===== src/rtl/minilab0_pkg.sv =====
`default_nettype none
// ============================================================================
//  Module   : minilab0_pkg
//  Purpose  : Shared sizing constants, the controller state encoding, the
//             blank-digit constant and the seven-segment hex decoder.
//  Revision : 1.0  initial release
// ============================================================================
package minilab0_pkg;

   localparam int DEPTH      = 8;
   localparam int DATA_WIDTH = 8;
   localparam int ACC_WIDTH  = 24;

   localparam logic [6:0] HEX_BLANK = 7'h7F;

   typedef enum logic [1:0] {
      FILL = 2'd0,
      EXEC = 2'd1,
      DONE = 2'd2
   } state_t;

   // Active-low segments, bit6=g ... bit0=a.
   function automatic logic [6:0] hex_to_seg(input logic [3:0] nib);
      logic [6:0] seg;
      case (nib)
         4'h0: seg = 7'h40;
         4'h1: seg = 7'h79;
         4'h2: seg = 7'h24;
         4'h3: seg = 7'h30;
         4'h4: seg = 7'h19;
         4'h5: seg = 7'h12;
         4'h6: seg = 7'h02;
         4'h7: seg = 7'h78;
         4'h8: seg = 7'h00;
         4'h9: seg = 7'h10;
         4'hA: seg = 7'h08;
         4'hB: seg = 7'h03;
         4'hC: seg = 7'h46;
         4'hD: seg = 7'h21;
         4'hE: seg = 7'h06;
         default: seg = 7'h0E;
      endcase
      return seg;
   endfunction

endpackage
`default_nettype wire


===== src/rtl/minilab0_fifo.sv =====
`default_nettype none
// ============================================================================
//  Module   : fifo
//  Purpose  : Show-ahead synchronous FIFO. rdata always presents the entry at
//             the read pointer. full/empty come from an occupancy counter.
//  Ports    : clk, rst_n (async, active-low)
//             wr_en/wdata : push (ignored when full)
//             rd_en       : pop  (ignored when empty; rdata is then stale)
//             rdata       : head entry
//             full, empty : occupancy flags
//  Revision : 1.0  initial release
// ============================================================================
module fifo #(
   parameter int DEPTH      = 8,
   parameter int DATA_WIDTH = 8
) (
   input  logic                  clk,
   input  logic                  rst_n,
   input  logic                  wr_en,
   input  logic                  rd_en,
   input  logic [DATA_WIDTH-1:0] wdata,
   output logic [DATA_WIDTH-1:0] rdata,
   output logic                  full,
   output logic                  empty
);

   localparam int PTR_W = (DEPTH > 1) ? $clog2(DEPTH) : 1;
   localparam int CNT_W = $clog2(DEPTH + 1);
   localparam logic [PTR_W-1:0] LAST_PTR = PTR_W'(DEPTH - 1);
   localparam logic [CNT_W-1:0] FULL_CNT = CNT_W'(DEPTH);

   logic [DATA_WIDTH-1:0] mem [DEPTH];
   logic [PTR_W-1:0]      wr_ptr;
   logic [PTR_W-1:0]      rd_ptr;
   logic [CNT_W-1:0]      count;
   logic                  do_wr;
   logic                  do_rd;

   assign full  = (count == FULL_CNT);
   assign empty = (count == '0);
   assign do_wr = wr_en && !full;
   assign do_rd = rd_en && !empty;
   assign rdata = mem[rd_ptr];

   // Storage carries no reset; only pointers and count define validity.
   always_ff @(posedge clk) begin
      if (do_wr) begin
         mem[wr_ptr] <= wdata;
      end
   end

   always_ff @(posedge clk or negedge rst_n) begin
      if (!rst_n) begin
         wr_ptr <= '0;
         rd_ptr <= '0;
         count  <= '0;
      end else begin
         if (do_wr) begin
            wr_ptr <= (wr_ptr == LAST_PTR) ? '0 : wr_ptr + 1'b1;
         end
         if (do_rd) begin
            rd_ptr <= (rd_ptr == LAST_PTR) ? '0 : rd_ptr + 1'b1;
         end
         case ({do_wr, do_rd})
            2'b10:   count <= count + 1'b1;
            2'b01:   count <= count - 1'b1;
            default: count <= count;
         endcase
      end
   end

endmodule
`default_nettype wire


===== src/rtl/minilab0.sv =====
`default_nettype none
// ============================================================================
//  Module   : minilab0
//  Purpose  : DE1-SoC top. Self-loads two FIFOs with A=i+1 and B=i+11, then
//             drains them through a multiply-accumulate and shows the
//             accumulated dot product on HEX5..HEX0.
//  Ports    : CLOCK_50            functional clock
//             CLOCK2/3/4_50       unused
//             KEY[0]              async active-low reset; KEY[3:1] unused
//             SW[0]               display enable; SW[9:1] unused
//             LEDR                {5'b0, A empty, A full, DONE, EXEC, FILL}
//             HEX0..HEX5          active-low segment digits, HEX0 = LS nibble
//  Revision : 1.0  initial release
// ============================================================================
module minilab0 #(
   parameter int DEPTH      = minilab0_pkg::DEPTH,
   parameter int DATA_WIDTH = minilab0_pkg::DATA_WIDTH,
   parameter int ACC_WIDTH  = minilab0_pkg::ACC_WIDTH
) (
   input  logic       CLOCK_50,
   input  logic       CLOCK2_50,
   input  logic       CLOCK3_50,
   input  logic       CLOCK4_50,
   input  logic [3:0] KEY,
   input  logic [9:0] SW,
   output logic [9:0] LEDR,
   output logic [6:0] HEX0,
   output logic [6:0] HEX1,
   output logic [6:0] HEX2,
   output logic [6:0] HEX3,
   output logic [6:0] HEX4,
   output logic [6:0] HEX5
);

   import minilab0_pkg::*;

   localparam int CNT_W = (DEPTH > 1) ? $clog2(DEPTH) : 1;
   localparam logic [CNT_W-1:0] LAST_CNT = CNT_W'(DEPTH - 1);

   logic                    clk;
   logic                    rst_n;
   state_t                  state, state_nxt;
   logic [CNT_W-1:0]        cnt, cnt_nxt;
   logic [ACC_WIDTH-1:0]    acc, acc_nxt;
   logic                    wr_en, rd_en;
   logic [DATA_WIDTH-1:0]   wdata_a, wdata_b;
   logic [DATA_WIDTH-1:0]   rdata_a, rdata_b;
   logic [2*DATA_WIDTH-1:0] prod;
   logic                    a_full, a_empty, b_full, b_empty;
   logic                    show;
   logic [23:0]             disp;
   logic [6:0]              seg [6];
   logic                    unused_ok;

   assign clk   = CLOCK_50;
   assign rst_n = KEY[0];

   assign unused_ok = ^{CLOCK2_50, CLOCK3_50, CLOCK4_50, KEY[3:1], SW[9:1],
                        b_full, b_empty};

   // Operands derive from the fill counter.
   assign wdata_a = DATA_WIDTH'(cnt) + DATA_WIDTH'(1);
   assign wdata_b = DATA_WIDTH'(cnt) + DATA_WIDTH'(11);
   assign prod    = rdata_a * rdata_b;

   fifo #(.DEPTH(DEPTH), .DATA_WIDTH(DATA_WIDTH)) u_fifo_a (
      .clk   (clk),
      .rst_n (rst_n),
      .wr_en (wr_en),
      .rd_en (rd_en),
      .wdata (wdata_a),
      .rdata (rdata_a),
      .full  (a_full),
      .empty (a_empty)
   );

   fifo #(.DEPTH(DEPTH), .DATA_WIDTH(DATA_WIDTH)) u_fifo_b (
      .clk   (clk),
      .rst_n (rst_n),
      .wr_en (wr_en),
      .rd_en (rd_en),
      .wdata (wdata_b),
      .rdata (rdata_b),
      .full  (b_full),
      .empty (b_empty)
   );

   always_ff @(posedge clk or negedge rst_n) begin
      if (!rst_n) begin
         state <= FILL;
         cnt   <= '0;
         acc   <= '0;
      end else begin
         state <= state_nxt;
         cnt   <= cnt_nxt;
         acc   <= acc_nxt;
      end
   end

   // The same counter paces both the fill and the drain phases.
   always_comb begin
      state_nxt = state;
      cnt_nxt   = cnt;
      acc_nxt   = acc;
      wr_en     = 1'b0;
      rd_en     = 1'b0;
      case (state)
         FILL: begin
            wr_en = 1'b1;
            if (cnt == LAST_CNT) begin
               state_nxt = EXEC;
               cnt_nxt   = '0;
            end else begin
               cnt_nxt = cnt + 1'b1;
            end
         end
         EXEC: begin
            rd_en   = 1'b1;
            acc_nxt = acc + ACC_WIDTH'(prod);
            if (cnt == LAST_CNT) begin
               state_nxt = DONE;
               cnt_nxt   = '0;
            end else begin
               cnt_nxt = cnt + 1'b1;
            end
         end
         DONE: begin
            state_nxt = DONE;
         end
         default: begin
            state_nxt = FILL;
            cnt_nxt   = '0;
         end
      endcase
   end

   assign LEDR = {5'b0, a_empty, a_full,
                  state == DONE, state == EXEC, state == FILL};

   assign show = (state == DONE) && SW[0];
   assign disp = 24'(acc);

   for (genvar n = 0; n < 6; n++) begin : g_hex
      assign seg[n] = show ? hex_to_seg(disp[4*n +: 4]) : HEX_BLANK;
   end

   assign HEX0 = seg[0];
   assign HEX1 = seg[1];
   assign HEX2 = seg[2];
   assign HEX3 = seg[3];
   assign HEX4 = seg[4];
   assign HEX5 = seg[5];

endmodule
`default_nettype wire


===== config.mk =====
export PLATFORM = sky130hd
export DESIGN_NAME = minilab0
export DESIGN_NICKNAME = d
export VERILOG_FILES = /design/src/rtl/minilab0_pkg.sv /design/src/rtl/minilab0_fifo.sv /design/src/rtl/minilab0.sv
export SDC_FILE = /design/constraint.sdc
export NUM_CORES = 1
export LEC_CHECK = 0
export BUFFER_PORTS_ARGS = -buffer_cell sky130_fd_sc_hd__buf_4
export CAP_MARGIN = 0
export CORE_MARGIN = 1
export CORE_UTILIZATION = 35
export DETAILED_ROUTE_END_ITERATION = 8
export GPL_TIMING_DRIVEN = 0
export PLACE_DENSITY_LB_ADDON = 0.15
export SLEW_MARGIN = 25
export SYNTH_ARGS = -nofsm -noshare
export SYNTH_HDL_FRONTEND = slang
export SYNTH_SLANG_ARGS = --single-unit
export TNS_END_PERCENT = 20

===== constraint.sdc =====
create_clock -name CLOCK_50 -period 6.7 [get_ports CLOCK_50]
set_clock_uncertainty 0.05 [all_clocks]
set_input_delay 0.335 -clock CLOCK_50 [delete_from_list [all_inputs] [get_ports CLOCK_50]]
set_output_delay 0.335 -clock CLOCK_50 [all_outputs]
set_load 0.01 [all_outputs]

==> results.yml <==
floorplan:
  die_w_um: 153
  die_height_um: 153
  dieArea_sq_um: 23400
  start_util: 0.361
  rows: 54
  io_pins: 70
  core_area_sq_um: 22100
clock_network:
  clkLatencyLatePin_ps: 420
  clockBufferDepth: 2
  cts-root-buf: "clkbuf_16"
  post_cts_buffers: 0
  cts.sinks: 121
  cts_max_level: 4
  cts_tree: "done"
  cts_made_buffers: 17
  postCtsHoldBufs: 1
  clkTransAtPathRegs_ps: 60
  ctsResizeCount: 0
placement:
  place_ws_ps: 1610
  numPortBuffers: 49
  dpl.cell_count: 1038
  dpl.hpwl_mm: 12.1
  gp_congestion: 0.820
sta:
  fmax_mhz: 196
  tightestPinTransition_ps: 970
  min_period_ps: 5090
  rsz0062_at_grt: "no"
  slew_violations: 0
  hold_ws_ps: 453
  fin_tns_setup_ps: 0
  period_share: 0.760
  hold_violations: 0
  layout_setup_ws_ps: 1610
  setup_viol: 0
  slew_headroom: 0.349
yosys:
  synth-seq-cells: 121
  ys_warn_count: 0
  postSynthCellCount: 705
  synth-main-ff-cell: "edfxtp_1"
  synth_cell_type_count: 48
  yosysSeqAreaShare: 0.425
  syn_area_per_cell_sq_um: 11.3
  async_flop_share: 0.405
  synth_enable_flop_cells: 72
  netlist_area_sq_um: 7980
critical_path:
  r2r_cells: 16
  r2r-start: "u_fifo_b.rd_ptr[1]"
  worstSetupPathType: "flip-flop to flip-flop"
  end_kind: "flip-flop"
  path_max_fanout: 10
  worstSetupStartpoint: "u_fifo_b.rd_ptr[1]"
  crit_path_end: "acc[13]"
  rrSetupSlack_ps: 1610
  required_ps: 6960
  arrival_ps: 5350
  r2r_end: "acc[13]"
  cp-start-kind: "flip-flop"
finish:
  final_core_utilization: 0.420
  syn2layout_area_growth_pct: 16.4
  diodes: 0
  layout.cells.non_filler: 1071
  drive_gt1_frac: 0.173
  layout_commonest_cell: "ha_1"
  fill_cells: 2077
  multi_input_area_sq_um: 4140
  layout_common_cells: "ha_1 (80), edfxtp_1 (72), inv_1 (69), buf_4 (58), nand2_1 (54)"
  nets: 892
  regArea_sq_um: 3390
power:
  p_leak_nw: 3.81
  max-vdd-ir-drop_uv: 158
  p_per_area_nw_per_um2: 183
run_status:
  status: "completed"
global_route:
  grt_max_degree: 50
  grt_pass1_wl_mm: 27.2
  grt_overflow: 0
  antenna_found_initial: 0
  track_usage: 0.149
  grt_pass1_vias: 5304
detailed_routing:
  drtIter0Drc: 323
  avgRoutedWirePerCell_um: 15.4
  drcViolationCount: 0
  ant_nets: 0
  routed_via_density: 5.06
  vias: 5418
  wirelength_mm: 16.5
  firstDrtPassIters: 4
run:
  drv_cap: 0
worst_hold_path:
  hold_class: "flip-flop to flip-flop"
==> cell type report <==
class | instances | share of cell area
clock inverter | 14 | 0.0141
multi-input combinational | 478 | 0.446
sequential | 121 | 0.365
buffer | 41 | 0.0224
inverter | 69 | 0.0279
clock buffer | 18 | 0.0462
timing repair buffer | 50 | 0.0407
tap | 280 | 0.0377
==> cells by family after synthesis <==
group	share of synthesized area
flip-flops	0.425
other	0.000470
XOR/XNOR	0.0253
AO/OA/AOI/OAI	0.101
buffers and inverters	0.0585
multiplexers	0.121
adder cells (fa/ha/maj)	0.166
AND/OR/NAND/NOR	0.103
==> where the power goes <==
group          switching, W  internal (W)
registers                 0      0.000784
clock network      0.000330      0.000540
logic             0.0000249     0.0000195
total              0.000355       0.00134
==> routing by layer <==
metal / GRT usage / routed length (um)
met1: 0.195 / 7870
met2: 0.247 / 7950
met3: 0.0306 / 483
met4: 0.0462 / 215
met5: 0 / 0
==> critical path, cell delays in order, from the launching register on <==
cell and delay [ps]:
dfrtp_1 370, clkbuf_1 490, mux4_2 390, mux2_4 310, and2_4 170, fa_1 380
ha_1 280, ha_1 280, inv_1 50, fa_1 530, inv_1 40, ha_1 240
fa_1 410, a21o_1 230, a211oi_2 400, nor2_1 80, o311ai_1 250
==> registers in the layout, summed over array words and instances (netlist names) <==
name and flops:
u_fifo_b.mem 40, u_fifo_a.mem 32, acc 24, u_fifo_a.count 4, u_fifo_b.count 4, cnt 3, u_fifo_a.rd_ptr 3, u_fifo_a.wr_ptr 3
u_fifo_b.rd_ptr 3, u_fifo_b.wr_ptr 3, state 2
==> how the worst min path moves through the flow <==
stage / startpoint / endpoint / slack, ps / cells after the start
after floorplan: KEY[0] / acc[0] / -10 / 0
after global placement: KEY[0] / u_fifo_b.wr_ptr[2] / 370 / 1
after detailed placement: KEY[0] / u_fifo_b.count[2] / 390 / 1
after CTS: u_fifo_a.count[3] / u_fifo_a.count[3] / 460 / 1
after global routing: u_fifo_a.count[3] / u_fifo_a.count[3] / 470 / 1
final: u_fifo_a.count[3] / u_fifo_a.count[3] / 450 / 1
==> cells in the mapped netlist (all sizes together) (20+ instances only) <==
| library cell | count | area share |
|---|---|---|
| ha | 80 | 0.13 |
| edfxtp | 72 | 0.27 |
| inv | 69 | 0.032 |
| nand2 | 54 | 0.025 |
| dfrtp | 49 | 0.15 |
| o211ai | 42 | 0.040 |
| o21ai | 35 | 0.023 |
| nor2 | 30 | 0.014 |
| buf | 23 | 0.018 |
| mux2i | 23 | 0.029 |
| mux2 | 21 | 0.031 |
| mux4 | 20 | 0.061 |
| nand2b | 20 | 0.016 |
| xnor2 | 20 | 0.022 |
==> through the flow <==
| stage | power [W] | instance area, sq um |
|---|---|---|
| after CTS | 0.00172 | 9280 |
| final | 0.00170 | 9290 |
| after floorplan | 0.000818 | 7990 |
| after detailed placement | 0.000844 | 8710 |
| after global placement | 0.000843 | 8710 |
| after global routing | 0.00175 | 9290 |
Note: power is estimated with default switching activity, not from simulation.
